## src/rtl/zbuff_hit_arb.sv

```systemverilog
// Two-lane hit arbiter in front of the z-buffer fragment port: per-lane FIFOs,
// a round-robin merge with a stall-locked grant, and a flush sequencer.
module zbuff_hit_arb #(
    parameter int SIGFIG     = 24,
    parameter int AXIS       = 3,
    parameter int COLORS     = 3,
    parameter int FIFO_DEPTH = 4,
    parameter int CNT_W      = 32
) (
    input  logic                     clk,
    input  logic                     rst,
    input  logic                     hit0_valid,
    output logic                     hit0_ready,
    input  logic [AXIS*SIGFIG-1:0]   hit0_pos,
    input  logic [COLORS*SIGFIG-1:0] hit0_color,
    input  logic                     hit1_valid,
    output logic                     hit1_ready,
    input  logic [AXIS*SIGFIG-1:0]   hit1_pos,
    input  logic [COLORS*SIGFIG-1:0] hit1_color,
    output logic                     out_valid,
    input  logic                     out_ready,
    output logic [AXIS*SIGFIG-1:0]   out_pos,
    output logic [COLORS*SIGFIG-1:0] out_color,
    output logic                     out_lane,
    input  logic                     flush_req,
    output logic                     flush_done,
    output logic                     busy,
    output logic [CNT_W-1:0]         cnt0,
    output logic [CNT_W-1:0]         cnt1,
    output logic [1:0]               dbg_state
);

    localparam int PW = AXIS * SIGFIG;
    localparam int CW = COLORS * SIGFIG;
    localparam int DW = PW + CW;
    localparam int AW = $clog2(FIFO_DEPTH);

    // Handshake: a beat moves on any port exactly when valid && ready are both
    // high at a rising clk edge; valid never waits on ready, and ready never
    // looks at valid or at a same-cycle pop.
    typedef enum logic [1:0] {
        S_RUN   = 2'd0,
        S_DRAIN = 2'd1,
        S_DONE  = 2'd2
    } state_t;

    state_t state, state_nx;

    logic [1:0]         push, pop, empty, full, empty_nx;
    logic [1:0][DW-1:0] wdata;
    logic [1:0][DW-1:0] head;

    logic grant, last_grant, hold, held_grant, fire;
    logic [CNT_W-1:0] cnt0_q, cnt1_q;

    assign wdata[0] = {hit0_color, hit0_pos};
    assign wdata[1] = {hit1_color, hit1_pos};

    assign hit0_ready = (state == S_RUN) && !full[0];
    assign hit1_ready = (state == S_RUN) && !full[1];
    assign push[0]    = hit0_valid && hit0_ready;
    assign push[1]    = hit1_valid && hit1_ready;

    for (genvar l = 0; l < 2; l++) begin : g_lane
        logic [DW-1:0] mem [FIFO_DEPTH];
        logic [AW-1:0] wr_ptr, rd_ptr;
        logic [AW:0]   occ, occ_nx;

        assign occ_nx      = occ + (AW+1)'(push[l]) - (AW+1)'(pop[l]);
        assign full[l]     = (occ == (AW+1)'(FIFO_DEPTH));
        assign empty[l]    = (occ == '0);
        assign empty_nx[l] = (occ_nx == '0);
        assign head[l]     = mem[rd_ptr];

        always_ff @(posedge clk) begin
            if (rst) begin
                wr_ptr <= '0;
                rd_ptr <= '0;
                occ    <= '0;
            end else begin
                if (push[l]) wr_ptr <= wr_ptr + AW'(1);
                if (pop[l])  rd_ptr <= rd_ptr + AW'(1);
                occ <= occ_nx;
            end
        end

        // Payload storage needs no reset; occupancy alone decides validity.
        always_ff @(posedge clk) begin
            if (push[l]) mem[wr_ptr] <= wdata[l];
        end
    end

    // Once a fragment stalls, the grant is frozen until it is consumed so a
    // late arrival on the other lane cannot swap the presented fragment.
    always_comb begin
        grant = 1'b0;
        if (hold)
            grant = held_grant;
        else if (!empty[0] && !empty[1])
            grant = !last_grant;
        else if (empty[0])
            grant = 1'b1;
    end

    assign out_valid = !empty[0] || !empty[1];
    assign out_pos   = head[grant][PW-1:0];
    assign out_color = head[grant][DW-1:PW];
    assign out_lane  = grant;
    assign fire      = out_valid && out_ready;
    assign pop[0]    = fire && !grant;
    assign pop[1]    = fire && grant;

    always_ff @(posedge clk) begin
        if (rst) begin
            last_grant <= 1'b1;
            hold       <= 1'b0;
            held_grant <= 1'b0;
            cnt0_q     <= '0;
            cnt1_q     <= '0;
        end else begin
            if (fire) last_grant <= grant;
            hold       <= out_valid && !out_ready;
            held_grant <= grant;
            cnt0_q     <= cnt0_q + CNT_W'(pop[0]);
            cnt1_q     <= cnt1_q + CNT_W'(pop[1]);
        end
    end

    assign cnt0 = cnt0_q;
    assign cnt1 = cnt1_q;

    always_ff @(posedge clk) begin
        if (rst) state <= S_RUN;
        else     state <= state_nx;
    end

    // DRAIN exit looks at post-pop occupancy, so the last pop and the move to
    // DONE share one edge.
    always_comb begin
        state_nx = state;
        case (state)
            S_RUN:   if (flush_req) state_nx = S_DRAIN;
            S_DRAIN: if (empty_nx[0] && empty_nx[1]) state_nx = S_DONE;
            S_DONE:  state_nx = S_RUN;
            default: state_nx = S_RUN;
        endcase
    end

    assign flush_done = (state == S_DONE);
    assign busy       = !empty[0] || !empty[1] || (state != S_RUN);
    assign dbg_state  = state;

endmodule

```

## config.mk

```make
export PLATFORM = sky130hd
export DESIGN_NAME = zbuff_hit_arb
export DESIGN_NICKNAME = d
export VERILOG_FILES = /design/src/rtl/zbuff_hit_arb.sv
export SDC_FILE = /design/constraint.sdc
export NUM_CORES = 1
export LEC_CHECK = 0
export BUFFER_PORTS_ARGS = -buffer_cell sky130_fd_sc_hd__buf_2
export CELL_PAD_IN_SITES_DETAIL_PLACEMENT = 0
export CELL_PAD_IN_SITES_GLOBAL_PLACEMENT = 1
export CORE_ASPECT_RATIO = 0.6
export CORE_MARGIN = 2
export CORE_UTILIZATION = 47
export CTS_BUF_LIST = sky130_fd_sc_hd__clkbuf_2
export DETAILED_ROUTE_END_ITERATION = 8
export PLACE_DENSITY = 0.8
export SETUP_SLACK_MARGIN = 0.2
export SLEW_MARGIN = 10
export SYNTH_ARGS = -nofsm -noshare
export SYNTH_HDL_FRONTEND = slang
export SYNTH_SLANG_ARGS = --single-unit
```

## constraint.sdc

```tcl
create_clock -name clk -period 5.1 [get_ports clk]
set_clock_uncertainty 0.2 [all_clocks]
set_input_delay 0.255 -clock clk [delete_from_list [all_inputs] [get_ports clk]]
set_output_delay 0.255 -clock clk [all_outputs]
set_load 0.1 [all_outputs]
```

## Word level (Yosys, flattened, before mapping)

Memories as Yosys holds them, arrays and structs flattened. A register that Yosys moved wholly into a read port is not among the register bits.
Index checks and enable logic that the tools add are counted.

| cells by class | value |
|---|---|
| add/subtract/negate cells | 10 |
| order comparisons | 1 |
| multiplexer cells | 16 |
| equal/unequal tests | 6 |
| reductions and logical operators | 26 |

Operators by type and width:

| kind | number |
|---|---|
| $mux 144 | 2 |
| $add 32x1->32 | 2 |
| $logic_not 3->1 | 4 |
| $mux 2 | 6 |
| $logic_and 1x1->1 | 10 |
| $add 2x1->2 const B | 4 |
| $logic_not 1->1 | 7 |
| $mux 1 | 7 |
| $add 3x1->3 | 2 |
| $eq 3x3->1 const B | 2 |
| $sub 3x1->3 | 2 |
| $ne 2x2->1 const B | 2 |
| $pmux 2 s2 | 1 |
| $eq 2x1->1 const B | 1 |
| $eq 2x2->1 const B | 1 |
| $logic_not 2->1 | 1 |
| $logic_or 1x1->1 | 2 |
| $lt 1x2->1 const B | 1 |
| $reduce_and 2->1 | 1 |
| $reduce_bool 2->1 | 1 |

| storage, ports and cells | value |
|---|---|
| memories | 2 |
| RAM bits | 1,152 |
| logic and storage cells | 73 |
| bits in registers | 83 |

Memory list:

| name | depth | width | read ports | clocked after memory_dff | wr ports | line | RTL |
|---|---|---|---|---|---|---|---|
| g_lane[0].mem | 4 | 144 | 1 | 1 | 1 | 65 | `logic [DW-1:0] mem [FIFO_DEPTH];` |
| g_lane[1].mem | 4 | 144 | 1 | 1 | 1 | 65 |  |

## Depth between registers and ports, before layout

Gate-level depths: netlist of run 1.

| logic depth | value |
|---|---|
| depth after elaboration | 12 |
| mapped depth | 13 |

## Worst setup path before layout of run 1

OpenSTA, ideal clock, no wires.

| path | value |
|---|---|
| kind | register to register |
| from | reg state[1] (netlist: dbg_state[1]) |
| to | mem g_lane[0].mem[1][0] in the netlist's numbering, enable pin |
| arrival | 4,775 ps |
| stages on the path, launching flop included | 4 |
| period minus slack after synthesis | 5,496 ps |
| library setup time | 521 ps |
| required time | 4,379 ps |
| path slack | -396 ps |
| cells stage by stage | dfxtp_1 -> clkbuf_1 -> a2111oi_4 -> and2_1 |

| between the ends | value |
|---|---|
| cells in the longest elaborated chain, start to end | 5 |

RTL lines:

| item | line | RTL |
|---|---|---|
| start: declaration | 47 | `state_t state, state_nx;` |
| start signal: assignment | 134 | `else state <= state_nx;` |
| $logic_not 2->1 | 59 | `assign hit0_ready = (state == S_RUN) && !full[0];` |
| $logic_and 1x1->1 | 59 |  |
| $logic_and 1x1->1 | 61 | `assign push[0] = hit0_valid && hit0_ready;` |
| via push[0] | 49 | `logic [1:0] push, pop, empty, full, empty_nx;` |
| $mux 1 | 89 | `if (push[l]) mem[wr_ptr] <= wdata[l];` |
| $mux 1 (implied by the code) | 89 |  |
| end: declaration | 65 |  |

The timed path passes the listed nets, and every way through them passes these cells.

## Worst setup path in the final report of run 1

| path | value |
|---|---|
| from | reg g_lane[0].occ[2] |
| to | out out_color[10] |

| between the ends | value |
|---|---|
| cells in the longest elaborated chain, start to end | 7 |
| elaborated cells between the ends (all ways) | 8 |
| classes of those cells | mux (5); reduce/logical (3) |

RTL lines:

| item | line | RTL |
|---|---|---|
| start: declaration | 67 | `logic [AW:0] occ, occ_nx;` |
| start signal: assignment | 83 | `occ <= occ_nx;` |
| $logic_not 3->1 * | 71 | `assign empty[l] = (occ == '0);` |
| $logic_not 1->1 | 99 | `else if (!empty[0] && !empty[1])` |
| $logic_and 1x1->1 | 99 |  |
| $mux 1 * | 99 |  |
| $mux 1 * | 97 | `if (hold)` |
| $mux 144 (implied by the code) * (2 in series) | 107 | `assign out_color = head[grant][DW-1:PW];` |
| end: declaration | 23 | `output logic [COLORS*SIGFIG-1:0] out_color,` |

Every way passes the cells marked *; elsewhere a longest branch is shown, timed or not. The select of a mux whose other input is x is not followed.

==> results of run 1 <==
==> stage by stage <==
stage	utilization (%)	hold slack (ns)	setup WS (ns)	total power [mW]
floorplan	-	0.1343	1.185	24.93
global placement	51.54	0.2630	1.013	27.94
detailed placement	51.54	0.2686	1.003	28.09
CTS	63.06	0.007377	0.2012	35.11
global route	63.09	0.1304	0.1867	36.47
finish	63.09	0.2684	0.4697	35.17
==> kinds of logic (layout without fill, tap and decap cells) <==
group | after synthesis | after routing | synth area share [%]
and+or+nand+nor | 633 | 633 | 5.794
other | 0 | 11 | 0
xor gates and xnor gates | 30 | 30 | 0.5556
AOI/OAI and AO/OA | 72 | 72 | 1.045
DFF | 1239 | 1239 | 76.83
adders and majority gates | 18 | 18 | 0.5080
buffers and inverters | 140 | 1954 | 1.270
muxes | 300 | 300 | 14.00
==> synth_stat cells (all sizes together) (13+ instances only) <==
master / n / area, um2
nor2: 47 / 178.9
ha: 16 / 200.2
inv: 21 / 78.82
dfxtp: 87 / 1742
nand3: 22 / 110.1
or4: 21 / 157.7
clkbuf: 47 / 176.4
nand4: 17 / 106.4
edfxtp: 1152 / 34590
buf: 72 / 345.3
a21oi: 32 / 160.2
mux4: 288 / 6486
o31ai: 21 / 157.7
or3: 13 / 81.33
nor2b: 19 / 118.9
nand2: 453 / 1700
xor2: 19 / 166.4
==> layout by cell type, fill, tap and decap left out, types with 27 or more instances in the layout <==
cell type,n
clkbuf_2,427
nand2_1,453
buf_12,27
dfxtp_1,83
dlygate4sd3_1,885
buf_4,28
a21oi_1,32
mux4_2,288
clkinv_1,51
buf_2,495
nor2_1,46
edfxtp_1,1152
==> per-layer routing <==
layer	global-route usage [%]	vias to the layer above
met5	0	-
met4	9.236	0
met3	4.986	255
met2	42.06	1328
met1	30.30	15180
li1	-	13050
==> layout make-up <==
class | instances | area, um2
clock inverters | 68 | 352.8
multi-input cells | 1053 | 10380
diodes | 11 | 27.53
repair buffers | 1438 | 12160
fillers | 6857 | 36950
well taps | 1334 | 1669
flip-flops and latches | 1239 | 36350
clock buffers | 427 | 2137
inverters | 21 | 83.83
==> state kept, by name, summed over array words and instances (netlist names), named ones only <==
| signal | count |
|---|---|
| cnt0 | 32 |
| dbg_state | 2 |
| g_lane.occ | 6 |
| g_lane.mem | 1152 |
| cnt1 | 32 |
| g_lane.wr_ptr | 4 |
| hold | 1 |
| last_grant | 1 |
| g_lane.rd_ptr | 4 |
| held_grant | 1 |
==> critical path, cell delays in order, from the launching register on <==
cell      delay [ns]
dfxtp_1         0.41
nor4_2          0.37
a221oi_4        0.06
buf_4           0.17
inv_6           0.36
buf_8           0.40
nand2_1         0.10
nand2_1         0.12
buf_2           0.44
==> worst paths after layout <==
path	from	endpoint
min reg2reg	cnt1[24]$_SDFF_PP0_	cnt1[24]$_SDFF_PP0_
min	hit1_pos[37]	g_lane[1].mem[3][37]$_DFFE_PP_
max reg2reg	g_lane[1].occ[0]$_SDFF_PP0_	dbg_state[0]$_SDFFE_PP0P_
max	g_lane[0].occ[2]$_SDFF_PP0_	out_color[10]
==> power by group <==
group          switching (mW)  internal [mW]  leakage [nW]
Combinational            12.4           3.80          9.67
Clock                    4.00           2.37          1.95
Sequential              0.447           12.2          11.2
==> what timing repair did <==
action / 4_1_cts / 5_1_grt
hold buffers: 887 / 0
buffers inserted: 4 / 0
resized for setup: 21 / 1
pin swaps: 1 / 0
gates cloned: 1 / 0
hold endpoints to repair: 2391 / 0
endpoints found under the setup margin: 141 / 79
==> out/results.ini, run 1 <==
[floorplanning]
io_pins=510
die_w_um=413.5
initial_utilization_pct=47.24
core_um2=100100
die_area_um2=103300
dieHeight_um=249.7
num_rows=90

[clocking]
cts_buffers=298
cts.sinks=1239
clk_latency_ns=1.63
cts_tree=yes
ctsHtreeMaxLevel=5
clk_pin_slew_ns=0.12
ctsRootBufferMaster=clkbuf_2
clockBufferDepth=4

[routing]
drt-total-wl_um=125200
firstDrtPassIters=5
wl_met2_um=65580
remaining_drc_errors=0
met3_length_um=8738
routed.top_layer=met4
ant_nets=0
drt_iter0_markers=2531
route.vias.total=29810
wl_met1_um=47740
avgRoutedWirePerCell_um=22.39
via_per_inst=5.332

[synthesis]
yosysWarnings=0
synth_seq_cells=1239
synth.distinct_cells=40
yosys_most_used_dff=edfxtp_1
async_reset_ff_share_pct=0
ys_seq_area_share_pct=76.83
syn_inst=2432
synth_area_um2=47290
synth_edf_count=1152
synth_nets=2744
syn_area_per_cell_um2=19.45

[layout]
final_cells=5591
drive_above_1_share_pct=30.92
area_growth_pct=33.55
final_cell_area_um2=63160
final_nets=4363

[pwr]
power_density_nw_per_um2=556.8
irDropWorstVdd_v=0.0007516
p_leak_nw=22.81

[timing]
rsz0062_at_grt=no
fmax_mhz=216.0
min_period_over_period_pct=90.79
setup_viol_count_final=0
period_needed_ns=4.630
worst_pin_slew_ns=1.140
slew_violations=0
fin_tns_setup_ns=0
slew_headroom_pct=23.98
final-hold-violation-count=0

[global_routing]
globalRoute.totalOverflow=0
grtUsageTotal_pct=24.35
grt_pass1_vias=32450
grt_pass1_wl_um=188700
grt_max_degree=145
antenna_found_initial=4

[placed_design]
io_buffers=509
placedCellCount=4193
placed_area_um2=51590
finalWeightedCongestion=0.7920
dpl.hpwl_um=63810

[setup_path]
reg2reg_depth=15
crit_required_ns=4.64
critPathArrivalTime_ns=4.18
cp-start-kind=flop
crit_fanout=45
crit_type=flop to output port
critPathCaptureType=output port
regToRegSetupSlack_ns=0.51

[flow_run]
maxCapViolCount=0

[worst_hold_path]
whs_path_depth=4
hold_class=input port to flop

[outcome]
status=finished, final reports clean

Note: power is estimated with default switching activity, not from simulation.
==> run 2: changes to the inputs <==
- CORE_UTILIZATION: 47 -> 56
- PLACE_DENSITY: 0.8 -> 0.89
- clock period: 5.1 -> 5.7 ns (I/O delays scaled with it)
==> run 2 against run 1 <==
First-iteration DRC count up 36%; via count up 2.9%; design area down 1.3%; register-to-register slack better by 0.52 ns; total power down 10%; hold slack worse by 0.0064 ns; cell count down 4.7%; sequential share of layout area up 0.74 points; global-route usage up 7.2 points; critical path type unchanged; largest power group unchanged; highest routed layer is now met5.
==> out/results.ini, run 2 (synthesis results as in run 1) <==
[setup_path]
cp-start-kind=flop  ; unchanged
reg2reg_depth=13  ; was 15
r2r_end=dbg_state[0]$_SDFFE_PP0P_  ; unchanged
startpoint=g_lane[0].occ[2]$_SDFF_PP0_  ; unchanged
crit-reg2reg-launch=g_lane[1].occ[2]$_SDFF_PP0_  ; was g_lane[1].occ[0]$_SDFF_PP0_
crit_required_ns=5.22  ; was 4.64 ns
crit_fanout=75  ; was 45
critPathArrivalTime_ns=4.84  ; was 4.18 ns
critPathCaptureType=output port  ; unchanged
crit_type=flop to output port  ; unchanged
cp-endpoint=out_pos[71]  ; was out_color[10]
regToRegSetupSlack_ns=1.03  ; was 0.51 ns

[timing]
fin_ws_ns=0.3717  ; was 0.4697 ns
min_period_over_period_pct=93.48
slew_violations=0  ; unchanged
fin_hold_ws_ns=0.2620  ; was 0.2684 ns
worst_pin_slew_ns=1.150  ; was 1.140 ns
final-hold-violation-count=0  ; unchanged
period_needed_ns=5.328
fmax_mhz=187.7
rsz0062_at_grt=no  ; unchanged
slew_headroom_pct=23.33  ; was 23.98%
fin_tns_setup_ns=0  ; unchanged
setup_viol_count_final=0  ; unchanged

[layout]
drive_above_1_share_pct=30.55  ; was 30.92%
largest_reg_flops=1152  ; unchanged
final_common_cell=edfxtp_1  ; unchanged
largest_register=g_lane.mem  ; unchanged
fill_cells=4535  ; was 6,857
finish.utilization_pct=74.66  ; was 63.09%
final_nets=4332  ; was 4,363
ff_latch_area_um2=36350  ; unchanged
area_growth_pct=31.85  ; was 33.55%
layout_common_cells=edfxtp_1 (1,152), dlygate4sd3_1 (877), buf_2 (509), nand2_1 (453), clkbuf_2 (413)  ; was edfxtp_1 (1,152), dlygate4sd3_1 (885), buf_2 (495), nand2_1 (453), clkbuf_2 (427)
multi_input_area_um2=10380  ; about the same

[routing]
via_per_inst=5.759  ; was 5.332
drt_iter0_markers=3430  ; was 2,531
avgRoutedWirePerCell_um=25.39  ; was 22.39 um
ant_nets=0  ; unchanged
route.vias.total=30690  ; was 29,810
remaining_drc_errors=0  ; unchanged
firstDrtPassIters=5  ; unchanged
drt-total-wl_um=135300  ; was 125,200 um

[clocking]
ctsHtreeMaxLevel=5  ; unchanged
cts.hold.buffers_added=877  ; was 887
cts_tree=yes  ; unchanged
cts_buffers=291  ; was 298
post_cts_resized=0  ; was 21
ctsRootBufferMaster=clkbuf_2  ; unchanged
post-cts-setup-buffers=0  ; was 4
clockBufferDepth=4  ; unchanged
cts.sinks=1239  ; unchanged
clk_pin_slew_ns=0.11  ; was 0.12 ns
clk_latency_ns=1.43  ; was 1.63 ns

[placed_design]
io_buffers=509  ; unchanged
pre_cts_ws_ns=1.621  ; was 1.003 ns
finalWeightedCongestion=0.8167  ; was 0.7920
dpl.hpwl_um=62740  ; was 63,810 um

[global_routing]
grtUsageTotal_pct=31.52  ; was 24.35%
grt_pass1_wl_um=201600  ; was 188,700 um
globalRoute.totalOverflow=0  ; unchanged
grt_pass1_vias=33530  ; was 32,450
grt_max_degree=150  ; was 145
antenna_found_initial=4  ; unchanged

[flow_run]
maxCapViolCount=0  ; unchanged

[pwr]
p_leak_nw=22.55  ; was 22.81 nW
power_density_nw_per_um2=505.7  ; was 556.8 nW/um2
irDropWorstVdd_v=0.001067  ; was 0.0007516 V

[floorplanning]
die_w_um=379.2  ; was 413.5 um
core_um2=83520  ; was 100,100 um2
die_area_um2=86870  ; was 103,300 um2
initial_utilization_pct=56.63  ; was 47.24%
io_pins=510  ; unchanged
dieHeight_um=229.1  ; was 249.7 um
num_rows=82  ; was 90

[worst_hold_path]
hold_class=input port to flop  ; unchanged

[outcome]
status=finished, final reports clean  ; unchanged

## run 2: cell types whose count changed in the layout (fill, tap and decap cells not counted), sizes merged
cell,before,now
clkinvlp,1,0
clkbuf,427,413
clkinv,60,40
inv,25,26
bufinv,3,5
diode,11,4
buf,553,537
dlygate4sd3,885,877
## run 2: where the power goes
group / leakage [nW] / switching (mW) / internal (mW)
Sequential: 11.2 / 0.432 / 10.9
Combinational: 9.48 / 11.2 / 3.21
Clock: 1.88 / 3.69 / 2.13
## run 2: worst min-delay path by stage
| stage | from | to | slack, ns | depth (start not counted) |
|---|---|---|---|---|
| after floorplan | out_ready | hold$_SDFF_PP0_ | 0.16 | 1 |
| after global placement | cnt0[31]$_SDFF_PP0_ | cnt0[31]$_SDFF_PP0_ | 0.26 | 2 |
| after detailed placement | cnt0[31]$_SDFF_PP0_ | cnt0[31]$_SDFF_PP0_ | 0.28 | 2 |
| after CTS | hit0_valid | g_lane[0].wr_ptr[0]$_SDFFE_PP0P_ | 0.06 | 7 |
| after global routing | hit0_valid | g_lane[0].wr_ptr[0]$_SDFFE_PP0P_ | 0.21 | 7 |
| final | hit0_valid | g_lane[0].wr_ptr[0]$_SDFFE_PP0P_ | 0.26 | 7 |
## run 2: routing by layer
metal	track usage (%)	share of wire, %	vias up
met5	0	0.0096	-
met4	14.76	3.9	2
met3	6.368	8.0	381
met2	54.42	52	1928
met1	38.36	36	15440
li1	-	-	12940
## run 2: through the flow
step | cell area (um2) | total power [mW] | std cells
finish | 62350 | 31.54 | 5328
global route | 62350 | 32.48 | 5328
CTS | 62340 | 30.92 | 5324
detailed placement | 51170 | 25.02 | 3984
global placement | 51170 | 24.84 | 3984
floorplan | 47290 | 22.38 | 2432
## run 2: critical path: stages (launching register included)
cell and delay, ns:
dfxtp_1 0.39, nor4_1 0.49, a221oi_4 0.11, inv_6 0.50
buf_4 0.97, nand2_1 0.21, nand2_1 0.16, buf_2 0.45
## run 2: layout make-up
class | instances | share of cell area (%)
Sequential cell | 1239 | 58.30
Timing Repair Buffer | 1414 | 18.80
Multi-Input combinational cell | 1053 | 16.64
Clock buffer | 413 | 3.315
Tap cell | 1134 | 2.275
Clock inverter | 50 | 0.5217
Inverter | 21 | 0.1344
Antenna cell | 4 | 0.01605
